<file path="src/rtl/uart_paddle_ctrl_pkg.sv">
// Shared key constants, command and paddle-state encodings for the UART paddle controller.
package pong_uart_pkg;

  localparam logic [7:0] KEY_P1_UP_LC   = 8'h77;  // 'w'
  localparam logic [7:0] KEY_P1_UP_UC   = 8'h57;  // 'W'
  localparam logic [7:0] KEY_P1_DN_LC   = 8'h73;  // 's'
  localparam logic [7:0] KEY_P1_DN_UC   = 8'h53;  // 'S'
  localparam logic [7:0] KEY_P2_UP_LC   = 8'h6F;  // 'o'
  localparam logic [7:0] KEY_P2_UP_UC   = 8'h4F;  // 'O'
  localparam logic [7:0] KEY_P2_DN_LC   = 8'h6C;  // 'l'
  localparam logic [7:0] KEY_P2_DN_UC   = 8'h4C;  // 'L'
  localparam logic [7:0] KEY_PAUSE      = 8'h20;  // space has no case
  localparam logic [7:0] KEY_RESTART_LC = 8'h72;  // 'r'
  localparam logic [7:0] KEY_RESTART_UC = 8'h52;  // 'R'

  typedef enum logic [1:0] {
    IDLE = 2'b00,
    UP   = 2'b01,
    DOWN = 2'b10
  } paddle_state_e;

  typedef enum logic [2:0] {
    CMD_NONE,
    CMD_P1_UP,
    CMD_P1_DN,
    CMD_P2_UP,
    CMD_P2_DN,
    CMD_PAUSE,
    CMD_RESTART
  } cmd_e;

  function automatic cmd_e decode_key(input logic [7:0] key);
    case (key)
      KEY_P1_UP_LC,   KEY_P1_UP_UC:   return CMD_P1_UP;
      KEY_P1_DN_LC,   KEY_P1_DN_UC:   return CMD_P1_DN;
      KEY_P2_UP_LC,   KEY_P2_UP_UC:   return CMD_P2_UP;
      KEY_P2_DN_LC,   KEY_P2_DN_UC:   return CMD_P2_DN;
      KEY_PAUSE:                      return CMD_PAUSE;
      KEY_RESTART_LC, KEY_RESTART_UC: return CMD_RESTART;
      default:                        return CMD_NONE;
    endcase
  endfunction

endpackage

</file>
<file path="src/rtl/uart_paddle_ctrl_if.sv">
// Byte input from the UART receiver plus the paddle/game command outputs.
// bad_byte_cnt exists only when UART_BAD_BYTE_CNT_EN is defined.
interface uart_paddle_ctrl_if;
  logic       data_valid;
  logic [7:0] data_byte;
  logic       p1_up;
  logic       p1_down;
  logic       p2_up;
  logic       p2_down;
  logic       paused;
  logic       game_rst;
`ifdef UART_BAD_BYTE_CNT_EN
  logic [7:0] bad_byte_cnt;

  modport master (output data_valid, data_byte,
                  input  p1_up, p1_down, p2_up, p2_down, paused, game_rst, bad_byte_cnt);
  modport slave  (input  data_valid, data_byte,
                  output p1_up, p1_down, p2_up, p2_down, paused, game_rst, bad_byte_cnt);
`else
  modport master (output data_valid, data_byte,
                  input  p1_up, p1_down, p2_up, p2_down, paused, game_rst);
  modport slave  (input  data_valid, data_byte,
                  output p1_up, p1_down, p2_up, p2_down, paused, game_rst);
`endif
endinterface

</file>
<file path="src/rtl/uart_paddle_ctrl_hold_fsm.sv">
// Per-player IDLE/UP/DOWN FSM; a motion key holds its direction for HOLD_CYCLES clocks.
module paddle_hold_fsm
  import pong_uart_pkg::*;
#(
  parameter int HOLD_CYCLES = 2_500_000
) (
  input  logic clk_in,
  input  logic rst_in,
  input  logic key_up,
  input  logic key_dn,
  input  logic force_idle,
  output logic up,
  output logic down
);

  localparam int              CW        = $clog2(HOLD_CYCLES);
  localparam logic [CW-1:0]   HOLD_LOAD = CW'(HOLD_CYCLES - 1);

  paddle_state_e state, state_nxt;
  logic [CW-1:0] hold_cnt, hold_nxt;

  // NOTE: sequential state uses <= so every register samples pre-edge values.
  always_ff @(posedge clk_in or posedge rst_in) begin
    if (rst_in) begin
      state    <= IDLE;
      hold_cnt <= '0;
    end else begin
      state    <= state_nxt;
      hold_cnt <= hold_nxt;
    end
  end

  // NOTE: defaults first so no path leaves state_nxt/hold_nxt unassigned (no latch).
  always_comb begin
    state_nxt = state;
    hold_nxt  = hold_cnt;
    if (force_idle) begin
      state_nxt = IDLE;
      hold_nxt  = '0;
    end else if (key_up) begin
      state_nxt = UP;
      hold_nxt  = HOLD_LOAD;
    end else if (key_dn) begin
      state_nxt = DOWN;
      hold_nxt  = HOLD_LOAD;
    end else if (state != IDLE) begin
      if (hold_cnt == '0) state_nxt = IDLE;
      else                hold_nxt  = hold_cnt - CW'(1);
    end
  end

  always_comb begin
    up   = (state == UP);
    down = (state == DOWN);
  end

endmodule

</file>
<file path="src/rtl/uart_paddle_ctrl.sv">
// UART key decoder for pong: data_valid edge detect, pause/restart and two paddle hold FSMs.
// Define UART_BAD_BYTE_CNT_EN to add the saturating unrecognised-byte counter.
module uart_paddle_ctrl
  import pong_uart_pkg::*;
#(
  parameter int HOLD_CYCLES = 2_500_000
) (
  input  logic             clk_in,
  input  logic             rst_in,
  uart_paddle_ctrl_if.slave bus
);

  logic dv_q;
  logic accept;
  cmd_e cmd;
  logic paused_q;
  logic game_rst_q;
  logic force_idle;
  logic p1_key_up, p1_key_dn, p2_key_up, p2_key_dn;

  always_ff @(posedge clk_in or posedge rst_in) begin
    if (rst_in) dv_q <= 1'b0;
    else        dv_q <= bus.data_valid;
  end

  // A long data_valid pulse is a single byte: only its rising edge is accepted.
  assign accept = bus.data_valid & ~dv_q;
  assign cmd    = accept ? decode_key(bus.data_byte) : CMD_NONE;

  always_comb begin
    p1_key_up  = (cmd == CMD_P1_UP) & ~paused_q;
    p1_key_dn  = (cmd == CMD_P1_DN) & ~paused_q;
    p2_key_up  = (cmd == CMD_P2_UP) & ~paused_q;
    p2_key_dn  = (cmd == CMD_P2_DN) & ~paused_q;
    force_idle = (cmd == CMD_RESTART) | ((cmd == CMD_PAUSE) & ~paused_q);
  end

  always_ff @(posedge clk_in or posedge rst_in) begin
    if (rst_in) begin
      paused_q   <= 1'b0;
      game_rst_q <= 1'b0;
    end else begin
      game_rst_q <= (cmd == CMD_RESTART);
      if (cmd == CMD_RESTART)    paused_q <= 1'b0;
      else if (cmd == CMD_PAUSE) paused_q <= ~paused_q;
    end
  end

  assign bus.paused   = paused_q;
  assign bus.game_rst = game_rst_q;

`ifdef UART_BAD_BYTE_CNT_EN
  logic [7:0] bad_cnt_q;

  always_ff @(posedge clk_in or posedge rst_in) begin
    if (rst_in)
      bad_cnt_q <= '0;
    else if (accept && cmd == CMD_NONE && bad_cnt_q != 8'hFF)
      bad_cnt_q <= bad_cnt_q + 8'd1;
  end

  assign bus.bad_byte_cnt = bad_cnt_q;
`endif

  paddle_hold_fsm #(.HOLD_CYCLES(HOLD_CYCLES)) u_p1 (
    .clk_in     (clk_in),
    .rst_in     (rst_in),
    .key_up     (p1_key_up),
    .key_dn     (p1_key_dn),
    .force_idle (force_idle),
    .up         (bus.p1_up),
    .down       (bus.p1_down)
  );

  paddle_hold_fsm #(.HOLD_CYCLES(HOLD_CYCLES)) u_p2 (
    .clk_in     (clk_in),
    .rst_in     (rst_in),
    .key_up     (p2_key_up),
    .key_dn     (p2_key_dn),
    .force_idle (force_idle),
    .up         (bus.p2_up),
    .down       (bus.p2_down)
  );

endmodule
</file>
<file path="src/flat_wrapper.sv">
// flat-port wrapper written by rule: the top's interface ports become plain ports
module uart_paddle_ctrl_flat import pong_uart_pkg::*;
#(
  parameter int HOLD_CYCLES = 2_500_000
)
  (clk_in, rst_in, bus_data_valid, bus_data_byte, bus_p1_up, bus_p1_down, bus_p2_up, bus_p2_down, bus_paused, bus_game_rst);
  uart_paddle_ctrl_if bus_i ();
  input  logic clk_in;
  input  logic rst_in;
  input wire logic [$bits(bus_i.data_valid)-1:0] bus_data_valid;
  input wire logic [$bits(bus_i.data_byte)-1:0] bus_data_byte;
  output wire logic [$bits(bus_i.p1_up)-1:0] bus_p1_up;
  output wire logic [$bits(bus_i.p1_down)-1:0] bus_p1_down;
  output wire logic [$bits(bus_i.p2_up)-1:0] bus_p2_up;
  output wire logic [$bits(bus_i.p2_down)-1:0] bus_p2_down;
  output wire logic [$bits(bus_i.paused)-1:0] bus_paused;
  output wire logic [$bits(bus_i.game_rst)-1:0] bus_game_rst;
  assign bus_i.data_valid = bus_data_valid;
  assign bus_i.data_byte = bus_data_byte;
  assign bus_p1_up = bus_i.p1_up;
  assign bus_p1_down = bus_i.p1_down;
  assign bus_p2_up = bus_i.p2_up;
  assign bus_p2_down = bus_i.p2_down;
  assign bus_paused = bus_i.paused;
  assign bus_game_rst = bus_i.game_rst;
  uart_paddle_ctrl #(.HOLD_CYCLES(HOLD_CYCLES)) u_core (.clk_in(clk_in), .rst_in(rst_in), .bus(bus_i));
endmodule
</file>
<file path="config.mk">
export PLATFORM = sky130hd
export DESIGN_NAME = uart_paddle_ctrl_flat
export DESIGN_NICKNAME = d
export VERILOG_FILES = /design/src/rtl/uart_paddle_ctrl_pkg.sv /design/src/rtl/uart_paddle_ctrl_if.sv /design/src/rtl/uart_paddle_ctrl_hold_fsm.sv /design/src/rtl/uart_paddle_ctrl.sv /design/src/flat_wrapper.sv
export SDC_FILE = /design/constraint.sdc
export NUM_CORES = 1
export LEC_CHECK = 0
export BUFFER_PORTS_ARGS = -buffer_cell sky130_fd_sc_hd__buf_2
export CORE_UTILIZATION = 35
export DETAILED_ROUTE_END_ITERATION = 7
export PLACE_DENSITY = 0.62
export SYNTH_ARGS = -nofsm -noshare
export SYNTH_HDL_FRONTEND = slang
export SYNTH_SLANG_ARGS = --single-unit
</file>
<file path="constraint.sdc">
create_clock -name clk_in -period 4.3 [get_ports clk_in]
set_input_delay 0.43 -clock clk_in [delete_from_list [all_inputs] [get_ports clk_in]]
set_output_delay 0.43 -clock clk_in [all_outputs]
set_load 0.005 [all_outputs]
</file>
Word-level counts from Yosys, hierarchy flattened
Index checks and enable logic that the tools add are counted.

Add/sub/neg operators: 2. Multipliers: 0. Div/mod/pow operators: 0. $lt $le $gt $ge: 0. Equal/unequal tests: 23. Shift-type cells: 0. Muxes and demuxes: 24. Bitwise operators: 9. Reduce and logical (&&, ||, !) cells: 18.

Operators with widths (count): 22-bit two-way mux (10); 8-bit by 7-bit equality test with 1-bit output (second input constant) (10); 22-bit zero test (2); 22-bit by 1-bit subtractor with 22-bit output (second input constant) (2); 2-bit two-way mux (10); 3-bit case mux with 6 select lines (1); 4-bit nonzero test (4); 2-bit OR reduction (5); 3-bit equality test (second input constant) (3); 8-bit by 6-bit equality test with 1-bit output (second input constant) (1); 4-bit by 1-bit inequality test with 1-bit output (second input constant) (2); 2-bit AND reduction (4); 1-bit AND (6); 3-bit by 2-bit equality test with 1-bit output (second input constant) (2); 2-bit nonzero test (3); 2-bit by 1-bit equality test with 1-bit output (second input constant) (2); 2-bit equality test (second input constant) (2); 3-bit by 1-bit equality test with 1-bit output (second input constant) (1); 3-bit two-way mux (1); 1-bit two-way mux (2); 1-bit NOT (2); 1-bit bitwise OR (1).

Register bits after elaboration: 51. Latch bits: 0. Bits in writable memories: 0. Bits in read-only memories: 0. Input port bits: 11. Output and inout port bits: 6. Memories: 0.

Longest topological paths before layout
Gate-level depths: netlist of the first run.

Depth in word-level cells: 9. Depth in mapped cells: 10. Gate-level depth less buffers: 8.

Cells and area by module
A second synthesis of the first run with hierarchy kept.

Cell total of the unflattened synthesis: 353. Area, all modules: 3241.9 µm².

Modules (own cells, without submodules): paddle_hold_fsm (u_core.u_p2) (instances 1, cells an instance 168, area an instance 1565.3 µm², seq. area each 600.6 µm²); paddle_hold_fsm (u_core.u_p1) (instances 1, cells an instance 149, area an instance 1390.1 µm², seq. area each 600.6 µm²); uart_paddle_ctrl (instances 1, cells an instance 36, area an instance 286.5 µm², seq. area each 75.1 µm²).

Worst setup path before layout of the first run
OpenSTA, ideal clock, no wires.

Path kind: register to register. Start: register u_core.u_p1.hold_cnt[12]. End: register u_core.u_p1.hold_cnt[3]. Setup time: 0.121 ns. Data arrival time: 2.285 ns. Path slack: 1.894 ns. Stages on the path, launching flop included: 8. Path buffers: 2. Cells stage by stage: dfrtp_1 -> or4_1 -> or4_4 -> o41ai_4 -> nand2b_1 -> buf_2 -> buf_6 -> a22o_1.

Word-level cells in the longest chain between the ends: 3.

RTL lines: start: declaration (RTL line uart_paddle_ctrl_hold_fsm.sv:20) `logic [CW-1:0] hold_cnt, hold_nxt;`; start signal: assignment (RTL line uart_paddle_ctrl_hold_fsm.sv:29) `hold_cnt <= hold_nxt;`; 22-bit zero test (RTL line uart_paddle_ctrl_hold_fsm.sv:47) `if (hold_cnt == '0) state_nxt = IDLE;`; 4-bit by 1-bit inequality test with 1-bit output (no line); 2-bit AND reduction (no line).

No other way between the ends. A chain may end at the register's enable or synchronous reset.

Final worst setup path of the first run
Start: register u_core.u_p1.hold_cnt[4]. End: register u_core.u_p1.hold_cnt[4].

Word-level cells in the longest chain between the ends: 6.

RTL lines: 22-bit by 1-bit subtractor with 22-bit output (RTL line uart_paddle_ctrl_hold_fsm.sv:48) `else hold_nxt = hold_cnt - CW'(1);`; 22-bit two-way mux (RTL line uart_paddle_ctrl_hold_fsm.sv:47); 22-bit two-way mux (RTL line uart_paddle_ctrl_hold_fsm.sv:46) `end else if (state != IDLE) begin`; 22-bit two-way mux (RTL line uart_paddle_ctrl_hold_fsm.sv:43) `end else if (key_dn) begin`; 22-bit two-way mux (RTL line uart_paddle_ctrl_hold_fsm.sv:40) `end else if (key_up) begin`; 22-bit two-way mux (RTL line uart_paddle_ctrl_hold_fsm.sv:37) `if (force_idle) begin`.

Parallel ways exist; a longest one is shown, timed or not. The select of a mux whose other input is x is not followed.

==> flow_summary.toml, run 1 <==
[status]
status = "completed"

[global_routing]
grt_max_degree = 52
grt_pass1_wl_um = 10600
antenna_found_initial = 0
grt_pass1_vias = 2243
grt_usage_pct = 15.4
grt-ovfl-total = 0

[yosys]
yosysSeqAreaShare_pct = 44.3
synthFlopType = "dfrtp_1"
syn-cell-area_um2 = 2880
async_flop_share_pct = 100
synth-edff-count = 0
netlist_instances = 313
avgSynthCellArea_um2 = 9.21
yosys.cell_types.count = 48
syn-num-nets = 326
yosys_register_bits = 51
yosys_warnings = 0

[routing]
viasPerCell = 5.50
finalWirelength_um = 5990
first_pass_iters = 5
post_drt_wl_per_cell_um = 14.0
route.detailed.drc = 0
vias = 2350
drtAntennaViolNets = 0
first_iter_violations = 101

[floorplanning]
fp.dieArea_um2 = 8600
die_w_um = 92.7
placementRows = 32
core_um2 = 7850
die_h_um = 92.7
start_util_pct = 36.7
io_pins = 17

[power]
vdd_ir_drop_max_uv = 269
p_leak_uw = 0.00113
powerDensity_nw_per_um2 = 410

[clock_tree]
postCtsSetupRepairBufs = 0
cts_buffers = 5
hold_buffers = 0
cts_resized = 0
path_clk_slew_ns = 0.10
cts.sink_count = 51
insertion_delay_ns = 0.30
cts_tree = "built"
cts-root-buf = "clkbuf_8"
cts-htree-levels = 2
clockBufferDepth = 2

[layout]
final_cells = 427
multi_input_area_um2 = 1510
antennaDiodeCount = 0
fin_nets = 337
drive_gt1_share_pct = 13.2
seqCellArea_um2 = 1280
area_delta_synth_final_pct = 9.55
utilization_pct = 40.2
nFillCells = 807

[timing]
drv_slew = 0
setup_violations = 0
hold-worst-slack_ns = 0.265
min_period_over_period_pct = 71.8
min_period_ns = 3.09
grt_setup_unrepaired = "no"
slew_headroom_pct = 29.6
fmax_ghz = 0.324
worst_pin_slew_ns = 1.05
setup_tns_ns = 0
fin_skew_ns = 0.00887
hold_viol = 0

[critical_path]
critPathArrivalTime_ns = 3.33
cp_max_fo = 17
critPathRequiredTime_ns = 4.54
setup.worst_path.class = "reg -> reg"
timing.critical_path.from_type = "register"
endpoint_kind = "register"

[flow_run]
maxCapViolCount = 0

[placement]
dp.cells = 419
port_buffers = 16
gp_congestion = 0.854
dp_hpwl_um = 4240

[hold_path]
hp-class = "in -> reg"
## critical path: stages, from the launching register on
cell and delay (ns):
dfrtp_1 0.45, nor4_1 0.60, nand3b_1 0.44, o41ai_4 0.61
nand2b_1 0.48, a41o_1 0.36, nor2_1 0.07
## power by group
part,internal (µW),switching [µW],total (µW)
logic,131,145,275
clock network,189,161,350
registers,574,93.8,668
## registers in the layout, summed over array words and instances (netlist names)
signal                count
u_core.dv_q               1
u_core.u_p1.state         2
u_core.u_p2.hold_cnt     22
u_core.u_p1.hold_cnt     22
u_core.bus.game_rst       1
u_core.bus.paused         1
u_core.u_p2.state         2
## layer usage
metal / wire, µm / share of wire [%] / GRT usage (%) / vias to the layer above
met1: 2970 / 49 / 21.6 / 1147
li1: - / - / - / 1162
met2: 2720 / 45 / 24.0 / 37
met3: 256 / 4.3 / 2.87 / 4
met5: 0 / 0 / 0 / -
met4: 51 / 0.85 / 4.49 / 0
## cell type report
| class | instances | area share, % |
|---|---|---|
| Clock inverter | 2 | 1.11 |
| Clock buffer | 6 | 2.62 |
| Timing Repair Buffer | 19 | 3.25 |
| Sequential cell | 51 | 40.4 |
| Multi-Input combinational cell | 241 | 47.8 |
| Tap cell | 102 | 4.04 |
| Inverter | 6 | 0.713 |
## cells by family after synthesis
family / Yosys count / share of synthesized area (%)
AND/OR/NAND/NOR: 139 / 25.5
buffers and inverters: 21 / 3.30
adder cells (fa/ha/maj): 2 / 0.868
XOR/XNOR: 30 / 9.12
flip-flops: 51 / 44.3
AO/OA/AOI/OAI: 70 / 16.9
## worst paths after layout
kind	start	end	slack, ns	depth (start not counted)
worst min register to register	u_core.u_p1.hold_cnt[1]	u_core.u_p1.hold_cnt[1]	0.53	1
worst max register to register	u_core.u_p1.hold_cnt[4]	u_core.u_p1.hold_cnt[4]	1.21	6
max in group asynchronous	rst_in	u_core.u_p1.hold_cnt[16]	3.28	2
worst max-delay path	u_core.u_p1.hold_cnt[4]	u_core.u_p1.hold_cnt[4]	1.21	6
worst min-delay path	bus_data_valid	u_core.dv_q	0.26	1
min in group asynchronous	rst_in	u_core.u_p2.hold_cnt[5]	0.38	2
## per-stage QoR
stage	power (µW)	area, µm²	worst slack, ns
after global routing	1380	3160	0.913
after CTS	1300	3160	1.21
after global placement	942	3040	1.30
final	1290	3160	1.21
after detailed placement	954	3040	1.23
after floorplan	884	2880	1.89
## layout by cell type (no fill, tap or decap), types with 3 or more instances in the layout
cell type,count
inv_1,5
nor4_1,13
dfrtp_1,51
a22o_1,9
clkbuf_8,6
nand2_1,14
or2_2,9
o31ai_1,5
or4_1,6
xnor2_1,25
nor2b_1,8
nand4_1,6
nor3_1,20
or3_1,4
a21oi_1,17
xor2_1,5
buf_2,16
o21ai_0,15
a31oi_1,4
nor4b_1,4
buf_4,3
nand2b_1,4
nor2_1,42
## synth_stat cells (2+ instances only)
master,n,area [µm²]
a211oi_1,2,15.0
nor2_1,42,158
nand2_1,14,52.6
o21bai_1,2,15.0
dfrtp_1,51,1280
buf_2,4,20.0
nor2b_1,8,50.1
xor2_1,5,43.8
or2_2,9,56.3
or3_1,4,25.0
a22o_1,9,78.8
nor4_1,13,81.3
clkbuf_1,9,33.8
nor3_1,20,100
a32o_1,2,20.0
o31ai_1,5,37.5
nor4b_1,4,35.0
xnor2_1,25,219
o21ai_0,15,75.1
inv_1,6,22.5
nand2b_1,4,25.0
a31oi_1,4,25.0
a21o_1,2,15.0
nand4_1,6,37.5
ha_1,2,25.0
nand3_1,2,10.0
o22ai_1,2,12.5
a21oi_1,17,85.1
or4_1,6,45.0
(Power assumes the default switching activity.)
==> run 2: changes to the inputs <==
--- a/config.mk
+++ b/config.mk
@@ -8,7 +8,7 @@
 export BUFFER_PORTS_ARGS = -buffer_cell sky130_fd_sc_hd__buf_2
 export CORE_UTILIZATION = 35
 export DETAILED_ROUTE_END_ITERATION = 7
-export PLACE_DENSITY = 0.62
+export PLACE_DENSITY = 0.64
 export SYNTH_ARGS = -nofsm -noshare
 export SYNTH_HDL_FRONTEND = slang
 export SYNTH_SLANG_ARGS = --single-unit
==> constraint.sdc (replaced) <==
create_clock -name clk_in -period 2.5 [get_ports clk_in]
set_input_delay 0.25 -clock clk_in [delete_from_list [all_inputs] [get_ports clk_in]]
set_output_delay 0.25 -clock clk_in [all_outputs]
set_load 0.005 [all_outputs]
==> flow_summary.toml, run 2 (synthesized netlist as in run 1, its figures left out) <==
[timing]
fin_skew_ns = 0.00651
drv_slew = 0
min_period_over_period_pct = 97.7
setup_ws_ns = 0.0587
hold_viol = 0
min_period_ns = 2.44
setup_violations = 0
worst_pin_slew_ns = 0.607
slew_headroom_pct = 59.0
setup_tns_ns = 0
fmax_ghz = 0.410

[layout]
final_cell_mix = "dfrtp_1 (51), nor2_1 (42), xnor2_1 (25), buf_4 (23), nor3_1 (20)"
area_delta_synth_final_pct = 15.0
drive_gt1_share_pct = 19.0
fin_nets = 359
multi_input_area_um2 = 1520
antennaDiodeCount = 0
seqCellArea_um2 = 1280
nFillCells = 775
final_common_cell = "dfrtp_1"
top_regs = "u_core.u_p1.hold_cnt: 22 flops, u_core.u_p2.hold_cnt: 22 flops"

[routing]
finalWirelength_um = 6240
drtAntennaViolNets = 0
first_pass_iters = 4
post_drt_wl_per_cell_um = 13.9
viasPerCell = 5.50
route.detailed.drc = 0
first_iter_violations = 113
vias = 2470

[critical_path]
critPathRequiredTime_ns = 2.69
r2r_start = "u_core.u_p1.hold_cnt[12]"
timing.critical_path.from_type = "register"
endpoint_kind = "register"
setup.worst_path.class = "reg -> reg"
critPathArrivalTime_ns = 2.64
cp_max_fo = 5
r2r-end = "u_core.u_p1.hold_cnt[19]"
rrSetupSlack_ns = 0.06
reg2regPathDepth = 7

[global_routing]
grt-ovfl-total = 0
antenna_found_initial = 0
grt_pass1_vias = 2310
grt_pass1_wl_um = 10700
grt_usage_pct = 15.5
grt_max_degree = 29

[clock_tree]
cts-htree-levels = 2
cts_buffers = 5
cts_tree = "built"
insertion_delay_ns = 0.30
path_clk_slew_ns = 0.09
hold_buffers = 0
cts-root-buf = "clkbuf_8"
clockBufferDepth = 2
cts.sink_count = 51

[power]
powerDensity_nw_per_um2 = 642
vdd_ir_drop_max_uv = 303
p_leak_uw = 0.00122

[hold_path]
hp-class = "in -> async"

[floorplanning]
core_um2 = 7850
die_w_um = 92.7
die_h_um = 92.7
start_util_pct = 36.7
io_pins = 17
fp.dieArea_um2 = 8600
placementRows = 32

[flow_run]
maxCapViolCount = 0

[placement]
gp_congestion = 0.870
dp_hpwl_um = 4560
dp_slack_ns = 0.0571
port_buffers = 16

[status]
status = "completed"
==> run 2: worst max path at each step <==
| stage | from | end | slack [ns] | cells past startpoint |
|---|---|---|---|---|
| 2_1_floorplan | u_core.u_p1.hold_cnt[12] | u_core.u_p1.hold_cnt[3] | 0.09 | 7 |
| 3_3_place_gp | u_core.u_p1.hold_cnt[12] | u_core.u_p1.hold_cnt[7] | 0.07 | 7 |
| 3_5_place_dp | u_core.u_p1.hold_cnt[12] | u_core.u_p1.hold_cnt[7] | 0.06 | 7 |
| 4_1_cts | u_core.u_p1.hold_cnt[13] | u_core.u_p1.hold_cnt[19] | 0.03 | 7 |
| 5_1_grt | u_core.u_p1.hold_cnt[12] | u_core.u_p1.hold_cnt[16] | -0.005 | 7 |
| 6_report | u_core.u_p1.hold_cnt[12] | u_core.u_p1.hold_cnt[19] | 0.06 | 7 |
==> run 2: layout make-up <==
type                            instances  share of cell area (%)
Clock buffer                            6                    2.19
Tap cell                              102                    3.85
Clock inverter                          2                   0.378
Sequential cell                        51                    38.5
Multi-Input combinational cell        241                    45.8
Timing Repair Buffer                   41                    8.57
Inverter                                6                   0.680
==> run 2: layer usage <==
layer,GRT usage [%],part of all wire (%)
met1,20.2,48
met2,26.3,49
met3,2.71,2.7
met4,4.36,0.82
met5,0,0
==> run 2: where the power goes <==
| group | switching (µW) | total (µW) | internal [µW] |
|---|---|---|---|
| sequential | 161 | 1150 | 987 |
| combinational | 258 | 512 | 254 |
| clock | 272 | 468 | 196 |
| total | 691 | 2130 | 1440 |
==> run 2: stage by stage <==
stage               total power, µW  hold slack [ns]  cells  util (%)  instance area (µm²)
floorplan                      1520            0.281    313         -                 2880
global placement               1650            0.364    440      40.9                 3210
detailed placement             1670            0.369    440      40.9                 3210
CTS                            2150           0.0280    448      42.0                 3290
global route                   2280           0.0559    449      42.2                 3310
finish                         2130          0.00570    449      42.2                 3310
==> run 2: critical path, stage by stage, from the launching register on <==
cell and delay, ns:
dfrtp_1 0.39, or4_4 0.54, or4_4 0.46, buf_4 0.16, or2_2 0.33, nor4_1 0.24, xnor2_1 0.16, nor2_1 0.06
==> run 2: repair_timing <==
item                                    CTS  global route
endpoints found under the setup margin    0            19
gates resized for setup                   0             3
setup buffers                             0             1
==> run 3: changes to the inputs <==
--- a/config.mk
+++ b/config.mk
@@ -8,7 +8,9 @@
 export BUFFER_PORTS_ARGS = -buffer_cell sky130_fd_sc_hd__buf_2
 export CORE_UTILIZATION = 35
 export DETAILED_ROUTE_END_ITERATION = 7
-export PLACE_DENSITY = 0.64
+export PLACE_DENSITY = 0.63
+export SKIP_CTS_REPAIR_TIMING = 1
 export SYNTH_ARGS = -nofsm -noshare
 export SYNTH_HDL_FRONTEND = slang
+export SYNTH_HIERARCHICAL = 1
 export SYNTH_SLANG_ARGS = --single-unit
==> flow_summary.toml, run 3 <==
[placement]
port_buffers = 16
gp_congestion = 0.834
dp_hpwl_um = 5260
placed_area_um2 = 3470

[flow_run]
maxCapViolCount = 0

[critical_path]
timing.critical_path.from_type = "register"
rrSetupSlack_ns = 0.23
setup.worst_path.class = "reg -> reg"
r2r_start = "u_core/u_p1/hold_cnt[0]"
critical_path.slowest_cell = "a2111o_1"
cp_max_fo = 7
reg2regPathDepth = 7
endpoint_kind = "register"
crit_path_max_incr_delay_ns = 0.53
critPathRequiredTime_ns = 2.74
crit_end = "u_core/u_p1/hold_cnt[15]"
critPathArrivalTime_ns = 2.51
startpoint = "u_core/u_p1/hold_cnt[0]"
r2r-end = "u_core/u_p1/hold_cnt[15]"
path_cells = "inv_1 > ha_1 > nor3b_2 > and4b_4 > a2111o_1 > or4_1 > a21oi_1"

[floorplanning]
die_h_um = 98.2
fp.dieArea_um2 = 9650
io_pins = 17
start_util_pct = 36.6
core_um2 = 8850
placementRows = 34
die_w_um = 98.2

[timing]
hold_viol = 0
worst_pin_slew_ns = 0.898
slew_headroom_pct = 40.1
fmax_ghz = 0.441
hold-worst-slack_ns = 0.0567
setup_violations = 0
min_period_over_period_pct = 90.7
fin_skew_ns = 0.0120
setup_tns_ns = 0
min_period_ns = 2.27
grt_setup_unrepaired = "no"
drv_slew = 0

[layout]
top_regs = "u_core/u_p1/hold_cnt: 22 flops, u_core/u_p2/hold_cnt: 22 flops"
final_cell_mix = "dfrtp_1 (51), nor2_1 (29), a21oi_1 (28), nand2_1 (18)"
final_common_cell = "dfrtp_1"
area_delta_synth_final_pct = 11.0
drive_gt1_share_pct = 15.7
antennaDiodeCount = 0
fin_area_um2 = 3600
fin_nets = 388

[status]
status = "completed"

[yosys]
syn-num-nets = 366
yosysMostFrequentCell = "dfrtp_1"
yosys.cell_types.count = 65
syn-cell-area_um2 = 3240
async_flop_share_pct = 100
synthFlopType = "dfrtp_1"
yosys_warnings = 6
netlist_instances = 353
synth-edff-count = 0
yosys_register_bits = 51
yosys.area.top_type = "dfrtp_1"
yosys.area.top_type_share_pct = 39.4
synth.top_cells.by_count = "dfrtp_1 (51), nor2_1 (29), a21oi_1 (28)"
avgSynthCellArea_um2 = 9.18
synthTopCellsByArea = "dfrtp_1 (39%), a21oi_1 (4.3%), xnor2_1 (3.8%), nor2_1 (3.4%), nor4_1 (3.1%)"
yosysSeqAreaShare_pct = 39.4

[global_routing]
grt_pass1_wl_um = 13500
antenna_found_initial = 0
grt_max_degree = 25
grt-ovfl-total = 0
grt_usage_pct = 16.9
grt_pass1_vias = 2833

[routing]
vias = 2898
drtAntennaViolNets = 0
first_iter_violations = 197
finalWirelength_um = 7580
route.detailed.drc = 0
post_drt_wl_per_cell_um = 15.7
first_pass_iters = 4
viasPerCell = 5.99

[clock_tree]
cts_buffers = 5
clockBufferDepth = 2
cts-htree-levels = 2
path_clk_slew_ns = 0.10
insertion_delay_ns = 0.31
cts_tree = "built"
cts.sink_count = 51
cts-root-buf = "clkbuf_8"

[hold_path]
hp-class = "in -> reg"

[power]
vdd_ir_drop_max_uv = 292
powerDensity_nw_per_um2 = 651
finalPower_uw = 2340
p_leak_uw = 0.00132
run 3: logic make-up (layout without fill, tap and decap cells):
| group | count (synthesis) | count (layout) | share of synthesized area, % |
|---|---|---|---|
| adders and majority gates | 2 | 2 | 0.772 |
| muxes | 4 | 4 | 1.24 |
| xor gates and xnor gates | 17 | 17 | 4.59 |
| DFF | 51 | 51 | 39.4 |
| buffers and inverters | 31 | 54 | 4.98 |
| and+or+nand+nor | 163 | 163 | 31.0 |
| AOI/OAI and AO/OA | 85 | 85 | 18.1 |
run 3: final cells by class:
type | count | area, µm²
Multi-Input combinational cell | 271 | 1800
Timing Repair Buffer | 32 | 215
Sequential cell | 51 | 1280
Inverter | 14 | 52.6
Clock buffer | 5 | 68.8
Tap cell | 108 | 135
Fill cell | 860 | 5250
Clock inverter | 3 | 46.3
run 3: worst min-delay path by stage:
stage / end / slack, ns / startpoint / depth (start not counted)
after floorplan: u_core/bus.game_rst / 0.004 / rst_in / 1
after global placement: u_core/bus.game_rst / 0.13 / rst_in / 2
after detailed placement: u_core/bus.game_rst / 0.15 / rst_in / 2
after CTS: u_core/bus.game_rst / -0.21 / rst_in / 2
after global routing: u_core/dv_q / 0.04 / bus_data_valid / 1
final: u_core/dv_q / 0.06 / bus_data_valid / 1
run 3: critical path, delay by kind of cell, from the launching register on:
| family | cells | cell delay [ns] |
|---|---|---|
| and+or+nand+nor | 3 | 0.82 |
| AOI/OAI and AO/OA | 2 | 0.69 |
| DFF | 1 | 0.41 |
| adders and majority gates | 1 | 0.20 |
| buffers and inverters | 1 | 0.06 |
run 3: report_power, final:
group	switching (µW)	internal [µW]
Clock	300	302
Sequential	229	986
Combinational	270	256
Total	798	1540
run 3: per-stage QoR:
step	util [%]	setup WS [ns]	std cells
5_1_grt	40.7	0.119	484
2_1_floorplan	-	0.202	353
6_report	40.7	0.232	484
3_3_place_gp	39.3	0.0990	475
3_5_place_dp	39.3	0.0225	475
4_1_cts	40.6	0.242	483
run 3: layer usage:
| metal | up-vias | GRT usage, % | share of wire (%) | routed length, µm |
|---|---|---|---|---|
| met5 | - | 0 | 0 | 0 |
| met4 | 0 | 5.63 | 1.2 | 93 |
| met3 | 6 | 1.65 | 3.6 | 272 |
| met2 | 73 | 28.1 | 47 | 3530 |
| met1 | 1421 | 23.1 | 49 | 3690 |
| li1 | 1398 | - | - | - |
